--- src/rtl/pc_sequencer_if.sv ---
// Control/LUT/status bundle of the fetch-stage PC sequencer.
// The master side issues control requests and returns the LUT target.
interface pc_sequencer_if #(
    parameter int D     = 10,
    parameter int DEPTH = 4
);
    localparam int LW = $clog2(DEPTH) + 1;

    logic          Start;
    logic          Stall;
    logic          Halt;
    logic          BranchEn;
    logic          RelMode;
    logic          CallEn;
    logic          RetEn;
    logic [3:0]    BranchIdx;
    logic [3:0]    LutAddr;
    logic [D-1:0]  LutTarget;
    logic [D-1:0]  PC;
    logic          Running;
    logic          Done;
    logic          Fault;
    logic [LW-1:0] StackLvl;

    modport master (
        output Start, Stall, Halt, BranchEn, RelMode, CallEn, RetEn,
               BranchIdx, LutTarget,
        input  LutAddr, PC, Running, Done, Fault, StackLvl
    );

    modport slave (
        input  Start, Stall, Halt, BranchEn, RelMode, CallEn, RetEn,
               BranchIdx, LutTarget,
        output LutAddr, PC, Running, Done, Fault, StackLvl
    );
endinterface

--- src/rtl/pc_sequencer.sv ---
// Program-counter sequencer: PC register, return-address stack and the
// IDLE/RUN/DONE/FAULT run lifecycle. Only LutAddr is combinational.
module pc_sequencer #(
    parameter int D     = 10,
    parameter int DEPTH = 4
) (
    input  logic          Clk,
    input  logic          Reset,
    pc_sequencer_if.slave bus
);
    localparam int AW = $clog2(DEPTH);
    localparam int LW = AW + 1;

    typedef enum logic [1:0] {
        S_IDLE,
        S_RUN,
        S_DONE,
        S_FAULT
    } state_e;

    state_e        state_q, state_d;
    logic [D-1:0]  pc_q, pc_d;
    logic [LW-1:0] lvl_q, lvl_d;
    logic [D-1:0]  stack_q [DEPTH];
    logic [D-1:0]  stack_d [DEPTH];

    logic [D-1:0]  pc_inc;
    logic [LW-1:0] lvl_m1;

    assign pc_inc = pc_q + D'(1);
    assign lvl_m1 = lvl_q - LW'(1);

    // One action per RUN edge; lower-priority requests in the same cycle are dropped.
    always_comb begin
        state_d = state_q;
        pc_d    = pc_q;
        lvl_d   = lvl_q;
        stack_d = stack_q;
        unique case (state_q)
            S_IDLE, S_DONE: begin
                if (bus.Start) begin
                    state_d = S_RUN;
                    pc_d    = '0;
                    lvl_d   = '0;
                end
            end
            S_RUN: begin
                if (bus.Halt) begin
                    state_d = S_DONE;
                end else if (bus.Stall) begin
                    state_d = S_RUN;
                end else if (bus.RetEn) begin
                    if (lvl_q == '0) begin
                        state_d = S_FAULT;
                    end else begin
                        pc_d  = stack_q[lvl_m1[AW-1:0]];
                        lvl_d = lvl_m1;
                    end
                end else if (bus.CallEn) begin
                    if (lvl_q == LW'(DEPTH)) begin
                        state_d = S_FAULT;
                    end else begin
                        stack_d[lvl_q[AW-1:0]] = pc_inc;
                        pc_d  = bus.LutTarget;
                        lvl_d = lvl_q + LW'(1);
                    end
                end else if (bus.BranchEn) begin
                    // Relative mode: D-bit add, so a two's-complement target wraps naturally.
                    pc_d = bus.RelMode ? (pc_q + bus.LutTarget) : bus.LutTarget;
                end else begin
                    pc_d = pc_inc;
                end
            end
            default: begin
                state_d = state_q;
            end
        endcase
    end

    always_ff @(posedge Clk) begin
        if (Reset) begin
            state_q <= S_IDLE;
            pc_q    <= '0;
            lvl_q   <= '0;
        end else begin
            state_q <= state_d;
            pc_q    <= pc_d;
            lvl_q   <= lvl_d;
        end
    end

    // Stack contents are don't-care after reset; only StackLvl qualifies them.
    always_ff @(posedge Clk) begin
        stack_q <= stack_d;
    end

    assign bus.LutAddr  = bus.BranchIdx;
    assign bus.PC       = pc_q;
    assign bus.StackLvl = lvl_q;
    assign bus.Running  = (state_q == S_RUN);
    assign bus.Done     = (state_q == S_DONE);
    assign bus.Fault    = (state_q == S_FAULT);
endmodule
--- src/flat_wrapper.sv ---
// flat-port wrapper written by rule: the top's interface ports become plain ports
module pc_sequencer_flat 
#(
    parameter int D     = 10,
    parameter int DEPTH = 4
)
  (Clk, Reset, bus_Start, bus_Stall, bus_Halt, bus_BranchEn, bus_RelMode, bus_CallEn, bus_RetEn, bus_BranchIdx, bus_LutTarget, bus_LutAddr, bus_PC, bus_Running, bus_Done, bus_Fault, bus_StackLvl);
  pc_sequencer_if #(.D(D), .DEPTH(DEPTH)) bus_i ();
  input  logic Clk;
  input  logic Reset;
  input wire logic [$bits(bus_i.Start)-1:0] bus_Start;
  input wire logic [$bits(bus_i.Stall)-1:0] bus_Stall;
  input wire logic [$bits(bus_i.Halt)-1:0] bus_Halt;
  input wire logic [$bits(bus_i.BranchEn)-1:0] bus_BranchEn;
  input wire logic [$bits(bus_i.RelMode)-1:0] bus_RelMode;
  input wire logic [$bits(bus_i.CallEn)-1:0] bus_CallEn;
  input wire logic [$bits(bus_i.RetEn)-1:0] bus_RetEn;
  input wire logic [$bits(bus_i.BranchIdx)-1:0] bus_BranchIdx;
  input wire logic [$bits(bus_i.LutTarget)-1:0] bus_LutTarget;
  output wire logic [$bits(bus_i.LutAddr)-1:0] bus_LutAddr;
  output wire logic [$bits(bus_i.PC)-1:0] bus_PC;
  output wire logic [$bits(bus_i.Running)-1:0] bus_Running;
  output wire logic [$bits(bus_i.Done)-1:0] bus_Done;
  output wire logic [$bits(bus_i.Fault)-1:0] bus_Fault;
  output wire logic [$bits(bus_i.StackLvl)-1:0] bus_StackLvl;
  assign bus_i.Start = bus_Start;
  assign bus_i.Stall = bus_Stall;
  assign bus_i.Halt = bus_Halt;
  assign bus_i.BranchEn = bus_BranchEn;
  assign bus_i.RelMode = bus_RelMode;
  assign bus_i.CallEn = bus_CallEn;
  assign bus_i.RetEn = bus_RetEn;
  assign bus_i.BranchIdx = bus_BranchIdx;
  assign bus_i.LutTarget = bus_LutTarget;
  assign bus_LutAddr = bus_i.LutAddr;
  assign bus_PC = bus_i.PC;
  assign bus_Running = bus_i.Running;
  assign bus_Done = bus_i.Done;
  assign bus_Fault = bus_i.Fault;
  assign bus_StackLvl = bus_i.StackLvl;
  pc_sequencer #(.D(D), .DEPTH(DEPTH)) u_core (.Clk(Clk), .Reset(Reset), .bus(bus_i));
endmodule
--- config.mk ---
export PLATFORM = sky130hd
export DESIGN_NAME = pc_sequencer_flat
export DESIGN_NICKNAME = d
export VERILOG_FILES = /design/src/rtl/pc_sequencer_if.sv /design/src/rtl/pc_sequencer.sv /design/src/flat_wrapper.sv
export SDC_FILE = /design/constraint.sdc
export NUM_CORES = 1
export LEC_CHECK = 0
export ABC_AREA = 0
export BUFFER_PORTS_ARGS = -buffer_cell sky130_fd_sc_hd__buf_2
export CORE_MARGIN = 4
export CORE_UTILIZATION = 55
export DETAILED_ROUTE_END_ITERATION = 10
export PLACE_DENSITY = 0.79
export SETUP_SLACK_MARGIN = 0.05
export SLEW_MARGIN = 20
export SYNTH_ARGS = -nofsm -noshare
export SYNTH_HDL_FRONTEND = slang
export SYNTH_SLANG_ARGS = --single-unit
--- constraint.sdc ---
create_clock -name Clk -period 2.6 [get_ports Clk]
set_clock_uncertainty 0.1 [all_clocks]
set_input_delay 0.52 -clock Clk [delete_from_list [all_inputs] [get_ports Clk]]
set_output_delay 0.52 -clock Clk [all_outputs]
set_load 0.02 [all_outputs]
* Word level (Yosys, flattened, before mapping) *
Cells that the tools add are included.

storage, ports and cells
  bits in registers = 55
  bits of input ports = 23
  output and inout port bits = 20
  logic and storage cells = 75

cells by class
  $add $sub $neg = 4
  $lt $le $gt $ge = 3
  equal/unequal tests = 14
  multiplexer cells = 32
  bitwise gates (word level) = 6
  reduce and logical (&&, ||, !) cells = 9

operator list
  operator               number
  $mux 10                12
  $bwmux 40              1
  $mux 3                 7
  $bmux 10 s2            1
  $demux 10 s2           1
  $pmux 10 s2            1
  $mux 2                 7
  $reduce_and 6->1       2
  $add 10x1->10 const B  1
  $add 10x10->10         1
  $ne 5x4->1 const B     2
  $ne 3x3->1 const B     3
  $reduce_and 7->1       1
  $ge 3x3->1 const B     2
  $ne 2x2->1 const B     3
  $not 2->3              2
  $pmux 3 s2             1
  $ne 5x5->1 const B     1
  $reduce_and 5->1       1
  $eq 2x2->1 const B     2
  $ne 4x4->1 const B     1
  $not 1->1              4
  $pmux 2 s2             1
  $add 3x1->3 const B    1
  other kinds (9)        9

* Longest topological paths before layout *
Gate-level depths: netlist (run 1).

  depth in word-level cells = 10
  depth in mapped cells = 9
  mapped depth without buffers = 9

* Least setup slack after synthesis (run 1) *
No wires, ideal clock.

  path type = reg-to-reg
  start = register u_core.lvl_q[0] (netlist: u_core.bus.StackLvl[0])
  end = register u_core.pc_q[5] (netlist: u_core.bus.PC[5])
  setup time = 0.119 ns
  data arrival time = 2.302 ns
  data required time = 2.381 ns
  path slack = 0.080 ns
  stages on the path, launching flop included = 10
  path buffers = 2
  period minus slack after synthesis = 2.520 ns
  cell sequence = dfxtp_1 -> buf_4 -> inv_1 -> ha_1 -> clkbuf_1 -> mux4_2 -> a22oi_1 -> nor2_1 -> a221oi_2 -> nand2_1

between the ends
  cells in the longest elaborated chain, start to end = 10
  elaborated cells on any way between the ends = 15
  those cells by class = add/sub: 1; eq/ne: 3; mux: 8; bitwise: 1; reduce/logical: 2

ends and longest elaborated chain
  item                                         line                source
  start, declared                              pc_sequencer.sv:23  logic [LW-1:0] lvl_q, lvl_d;
  start signal, assigned                       pc_sequencer.sv:88  lvl_q <= lvl_d;
  $sub 3x1->3                                  pc_sequencer.sv:31  assign lvl_m1 = lvl_q - LW'(1);
  $not 2->3 (implied by the code)              pc_sequencer.sv:56  pc_d = stack_q[lvl_m1[AW-1:0]];
  $bmux 10 s2                                  pc_sequencer.sv:56
  $mux 10 (implied by the code) (2 in series)  pc_sequencer.sv:56
  $mux 10                                      pc_sequencer.sv:53  if (lvl_q == '0) begin
  $mux 10                                      pc_sequencer.sv:52  end else if (bus.RetEn) begin
  $mux 10                                      pc_sequencer.sv:50  end else if (bus.Stall) begin
  $mux 10                                      pc_sequencer.sv:48  if (bus.Halt) begin
  $pmux 10 s2                                  pc_sequencer.sv:39  unique case (state_q)
  end signal, assigned                         pc_sequencer.sv:87  pc_q <= pc_d;
  end, declared                                pc_sequencer.sv:22  logic [D-1:0] pc_q, pc_d;

Parallel ways exist; a longest one is shown, timed or not. The select of a mux whose other input is x is not followed.
A chain may end at the register's enable or synchronous reset.

* Worst setup path after layout (run 1) *
  start = register u_core.pc_q[0] (netlist: u_core.bus.PC[0])
  end = register u_core.pc_q[8] (netlist: u_core.bus.PC[8])

between the ends
  cells in the longest elaborated chain, start to end = 8
  elaborated cells on any way between the ends = 9
  those cells by class = add/sub: 2; mux: 7

ends and longest elaborated chain
  item            line                source
  $add 10x10->10  pc_sequencer.sv:69  pc_d = bus.RelMode ? (pc_q + bus.LutTarget) : bus.LutTarget;
  $mux 10         pc_sequencer.sv:69
  $mux 10 *       pc_sequencer.sv:67  end else if (bus.BranchEn) begin
  $mux 10 *       pc_sequencer.sv:59  end else if (bus.CallEn) begin
  $mux 10 *       pc_sequencer.sv:52
  $mux 10 *       pc_sequencer.sv:50
  $mux 10 *       pc_sequencer.sv:48
  $pmux 10 s2 *   pc_sequencer.sv:39

Every way passes the cells marked *; elsewhere a longest branch is shown, timed or not. The select of a mux whose other input is x is not followed.

==> results.md, run 1 <==
* Site Rows at 27
* Clock latency at the later pin of the worst-skew pair at 0.31 ns
* Reg power frac at 0.554
* Flops & latches, synth at 55
* Most common cell after layout, fill and taps aside: edfxtp_1
* # DRC at 0
* Initial antenna violation count at 0
* Mapped Cells at 271
* WL per Instance at 18.04 um
* CTS tree: yes
* # H-tree levels at 2
* CP required at 2.70 ns
* Buffers plus inverters on the worst setup path at 1
* Hold buffer count at cts at 0
* Clk root buf: clkbuf_8
* Buffers on Ports at 34
* Largest net degree at the start of global routing at 20
* Area delta synth->final at 12.67%
* Setup Crit Path Kind: reg -> reg
* Crit path max-delay family: compound AO/OA/AOI/OAI gates
* Final setup margin at 0.2562 ns
* Max clock buf depth at 2
* CP max stage delay at 0.41 ns
* Pre-CTS setup slack at -0.02466 ns
* VDD IR max at 0.0002962 V
* Worst-margin pin slew at 0.5196 ns
* Clk sink count at 55
* Crit-path slowest cell: a2111oi_0
* Hold Crit Class: in -> reg
* Maxcap violations at 0
* DRT iter0 DRCs at 125
* DP HPWL at between 5000 and 6000 um
* Layout Cells excl Fill at 387
* Syn nets at 310
* Hold Path Origin: bus_Halt
* Ys async rst share at 0
* Unrepaired setup endpoints after global routing: false
* Slew Limit Fails at 0
* Post-synth EDFFs at 40
* Warnings from Yosys at 0
* Status: completed
* Setup Fix Bufs, Post-CTS at 0
* Clock-pin slew on the worst setup and hold paths at 0.11 ns
* Max Fclk at 426.7 MHz
* Synthesized area per cell at 11.55 um^2
* Die area at 6961 um^2
* Core Region at 5507 um^2
* Setup-failing EPs final at 0
* Post-Place Cells at 379
* Ant. Diodes at 0
* Worst EP arrival at 2.44 ns
* Post-route ant nets at 0
* Layout cells sized above 1 at 0.2508
* Crit end category: flop
* Synth area leader: edfxtp_1
* CP max FO at 2
* LEAKAGE at 1.367 nW
* Internal power at between 0.001 and 0.0015 W
* Critical R2R Launch: u_core.bus.PC[0]
* Yosys cell types at 60
* Most frequent cells in the layout: edfxtp_1 (40), buf_2 (34), nand2_1 (17), a21oi_1 (17)
* Final hold violations at 0
* PD cells at 486.6 nW/um^2
* Final Hold Slack at 0.3011 ns
* Via Count at ~2300
* GP Congestion at 0.9219
* Sw frac at 0.2691
* Top_reg_cell synth: edfxtp_1
* Synth top area cells: edfxtp_1 (38%), dfxtp_1 (9.6%), mux4_2 (7.2%)
* Synth top area share at 0.3838
* Crit path cell chain: ha_1, inv_1, fa_1, nor2b_1, o2111ai_1, a31oi_1, xor2_1, a2111oi_0, o41ai_1
* CP Launch Point: u_core.bus.PC[0]
* Combinational power share at 0.152
* Sw power at 0.0004617 W
* Inserted Clock Buffers at 5
* Final period util at 0.9015
* GR Overflow Total at 0
* Synthesized cell area at 3129 um^2
* First-pass GRT wire length at 11390 um
* Via density at approximately 6
* Nets at 353
* Initial Utilization at 0.5683
* Clock period minus worst slack at 2.344 ns
* Die X at about 83 um
* Rel. slew slack at 0.6511
* Register area share after synthesis at 0.4798
* CP startpoint kind: flop
* First drt pass iteration count at 4
* Clock power frac at 0.294
* Overall routing resource usage at 0.2045
* Vias in the first global route at 2335
* Io pins at 43
* WL final at 6983 um
* PostCTS Resize Cnt at 0
* Die Y at 83.43 um
==> cell families after synthesis <==
family / synth area share
muxes: 0.07557
xor gates and xnor gates: 0.05318
adders and majority gates: 0.06637
AOI/OAI and AO/OA: 0.1455
DFF: 0.4798
buffers and inverters: 0.04118
and+or+nand+nor: 0.1383
==> final timing paths <==
| path | end | slack (ns) | cells after the start |
|---|---|---|---|
| worst max-delay path | u_core.bus.PC[8] | 0.26 | 9 |
| worst min-delay path | u_core.state_q[0] | 0.30 | 2 |
| worst max register to register | u_core.bus.PC[8] | 0.26 | 9 |
| worst min register to register | u_core.bus.PC[8] | 0.46 | 2 |
==> registers in the layout (all words and copies together), names as in the netlist <==
register / count
u_core.bus.PC: 10
u_core.state_q: 2
u_core.stack_q: 40
u_core.bus.StackLvl: 3
==> cell usage after synthesis (2+ instances only) <==
cell,instances
buf_2,3
o221ai_1,5
xor2_1,6
nand4_1,3
nor3_1,7
a211oi_1,2
o31ai_1,2
o2bb2ai_1,3
edfxtp_1,40
and3_1,5
nor3_2,2
nand2_1,17
nor2b_1,3
nand3_1,9
o211ai_1,2
nor2_1,11
inv_1,14
and2_0,2
dfxtp_1,15
a2111oi_0,3
o21ai_0,5
mux4_2,10
ha_1,15
a31oi_1,2
o22ai_1,4
a22oi_1,4
and2_1,5
nand2b_1,5
a21oi_1,17
buf_4,5
clkbuf_1,4
xnor2_1,13
==> power groups by stage <==
| stage | combinational [W] | sequential (W) | clock, W |
|---|---|---|---|
| global route | 0.000284 | 0.000953 | 0.000553 |
| finish | 0.000261 | 0.000951 | 0.000504 |
| detailed placement | 0.000259 | 0.000971 | 0 |
| global placement | 0.000257 | 0.000970 | 0 |
| floorplan | 0.000179 | 0.000978 | 0 |
| CTS | 0.000260 | 0.000951 | 0.000519 |
==> through the flow <==
step	instance area, um^2	utilization	TNS (ns)	total power (W)
2_1_floorplan	3129	-	0	0.001158
3_3_place_gp	3430	0.6228	0	0.001227
3_5_place_dp	3430	0.6228	-0.02466	0.001229
4_1_cts	3526	0.6403	0	0.001730
5_1_grt	3526	0.6403	0	0.001790
6_report	3526	0.6403	0	0.001716
==> metal layers <==
metal,vias to the layer above,global-route usage,part of all wire
li1,1121,-,-
met4,0,0.07456,0.016
met2,82,0.3345,0.48
met5,-,0,0
met1,1120,0.2708,0.45
met3,14,0.04067,0.057
==> final cells by class <==
cell class	instances	area [um^2]
Clock inverter	3	27.53
Multi-Input combinational cell	188	1499
Fill cell	444	1981
Inverter	15	56.30
Tap cell	72	90.09
Clock buffer	5	68.82
Timing Repair Buffer	49	282.8
Sequential cell	55	1501
No activity file was read; power rests on OpenSTA's default activity.
==> run 2, diff against run 1 <==
- MAX_ROUTING_LAYER: default -> met4
- SKIP_LAST_GASP: default -> 1
==> results.md, run 2 (synthesis results as in run 1) <==
* Final Cell Area at 3531 um^2
* R2r worst-path depth at 9
* GR Overflow Total at 0
* CP max FO at 2
* Clk root buf: clkbuf_8
* Crit end category: flop
* Final period util at 0.9044
* Io pins at 43
* CP startpoint kind: flop
* Status: completed
* PD cells at 483.3 nW/um^2
* Nets at 353
* Clock latency at the later pin of the worst-skew pair at about 0.3 ns
* Multi-input gate area at between 1500 and 2000 um^2
* DRT iter0 DRCs at 219
* Clock-pin slew on the worst setup and hold paths at 0.10 ns
* Max clock buf depth at 2
* Rel. slew slack at 0.6493
* Register area at 1501 um^2
* Core Region at 5507 um^2
* Ant. Diodes at 0
* Layout cells sized above 1 at 0.2540
* WL final at 7057 um
* Final Hold Slack at 0.3201 ns
* CP required at 2.71 ns
* VDD IR max at 0.0003515 V
* LEAKAGE at 1.370 nW
* Clk sink count at 55
* WL per Instance at about 18 um
* GP Congestion at 0.9294
* Final-layout fill cell count at 428
* Post-route ant nets at 0
* Largest net degree at the start of global routing at 20
* Worst reg2reg setup slack at between 0.2 and 0.25 ns
* # H-tree levels at 2
* Worst-margin pin slew at 0.5222 ns
* Placement Cell Area at roughly 3400 um^2
* Die Y at ~83 um
* Reg-to-reg endpoint: u_core.bus.PC[8]
* Setup-failing EPs final at 0
* Setup Crit Path Kind: reg -> reg
* CTS tree: yes
* Hold Crit Class: in -> reg
* Most common cell after layout, fill and taps aside: edfxtp_1
* First drt pass iteration count at 4
* Clock period minus worst slack at 2.351 ns
* First-pass GRT wire length at 11660 um
* DP HPWL at about 5200 um
* Die area at 6961 um^2
* Worst hold stages at 2
* Maxcap violations at 0
* Overall routing resource usage at 0.2150
* TNS Setup at 0 ns
* Area delta synth->final at 12.83%
* Hold Path Origin: bus_Halt
* Largest Register: u_core.stack_q
* Site Rows at 27
* Worst EP arrival at approximately 2.5 ns
* Vias in the first global route at 2323
* Die X at 83.43 um
* Via density at 5.948
* Initial antenna violation count at 0
* Slew Limit Fails at 0
* Setup Fix Bufs, Post-CTS at 0
* Unrepaired setup endpoints after global routing: false
* Largest register FFs at 40
* Via Count at 2302
* Inserted Clock Buffers at 5
* Final hold violations at 0
* Initial Utilization at 0.5683
* Buffers on Ports at 34
* # DRC at 0
* Most frequent cells in the layout: edfxtp_1 (40), buf_2 (34), nand2_1 (17), a21oi_1 (17)
* Critical R2R Launch: u_core.bus.PC[0]
* Max Fclk at 425.3 MHz
* Hold worst-path end: u_core.state_q[0]
[run 2: changes by cell type in the layout (fill, tap and decap cells not counted), sizes merged]
cell      before  now
clkinv         1    2
clkinvlp       1    0
[run 2: report_power, final]
| group | leakage (nW) | switching, W | internal [W] |
|---|---|---|---|
| registers | 0.500 | 0.0000102 | 0.000940 |
| logic | 0.822 | 0.000149 | 0.000114 |
| clock network | 0.0491 | 0.000294 | 0.000199 |
| total | 1.37 | 0.000453 | 0.00125 |
[run 2: critical path: stages, from the launching register on]
cell and delay [ns]:
dfxtp_1 0.36, ha_1 0.18, inv_1 0.05, fa_1 0.40, nor2b_1 0.18, o2111ai_1 0.15, a31oi_1 0.20, xor2_1 0.19
a2111oi_2 0.09, o41ai_1 0.35
[run 2: layout make-up]
class,count,area share
flip-flops and latches,55,0.4252
inverters,15,0.01595
repair buffers,49,0.08008
multi-input cells,188,0.4263
well taps,72,0.02551
clock inverters,3,0.007442
clock buffers,5,0.01949
[run 2: per-stage QoR]
| stage | power [W] | setup WS (ns) | instances | util |
|---|---|---|---|---|
| 5_1_grt | 0.001785 | 0.06659 | 387 | 0.6412 |
| 3_3_place_gp | 0.001227 | 0.06201 | 379 | 0.6228 |
| 4_1_cts | 0.001726 | 0.2589 | 387 | 0.6401 |
| 6_report | 0.001706 | 0.2485 | 387 | 0.6412 |
| 2_1_floorplan | 0.001158 | 0.07974 | 271 | - |
| 3_5_place_dp | 0.001229 | 0.009861 | 379 | 0.6228 |
[run 2: how the worst max path moves through the flow]
stage / startpoint / endpoint / cells after the start
2_1_floorplan: u_core.bus.StackLvl[0] / u_core.bus.PC[5] / 9
3_3_place_gp: bus_LutTarget[0] / u_core.bus.PC[8] / 10
3_5_place_dp: bus_LutTarget[0] / u_core.bus.PC[8] / 10
4_1_cts: u_core.bus.PC[0] / u_core.bus.PC[8] / 9
5_1_grt: u_core.bus.PC[0] / u_core.bus.PC[8] / 9
6_report: u_core.bus.PC[0] / u_core.bus.PC[8] / 9
[run 2: layer usage]
metal / share of wire / track usage
met5: 0 / -
met4: 0.0078 / 0.05702
met3: 0.054 / 0.04663
met2: 0.49 / 0.3433
met1: 0.45 / 0.2806
[run 2: timing repair]
action	in CTS	in global routing
gates resized for setup	0	2
endpoints found under the setup margin	0	1
endpoints found under the hold margin	0	0
hold buffers	0	0
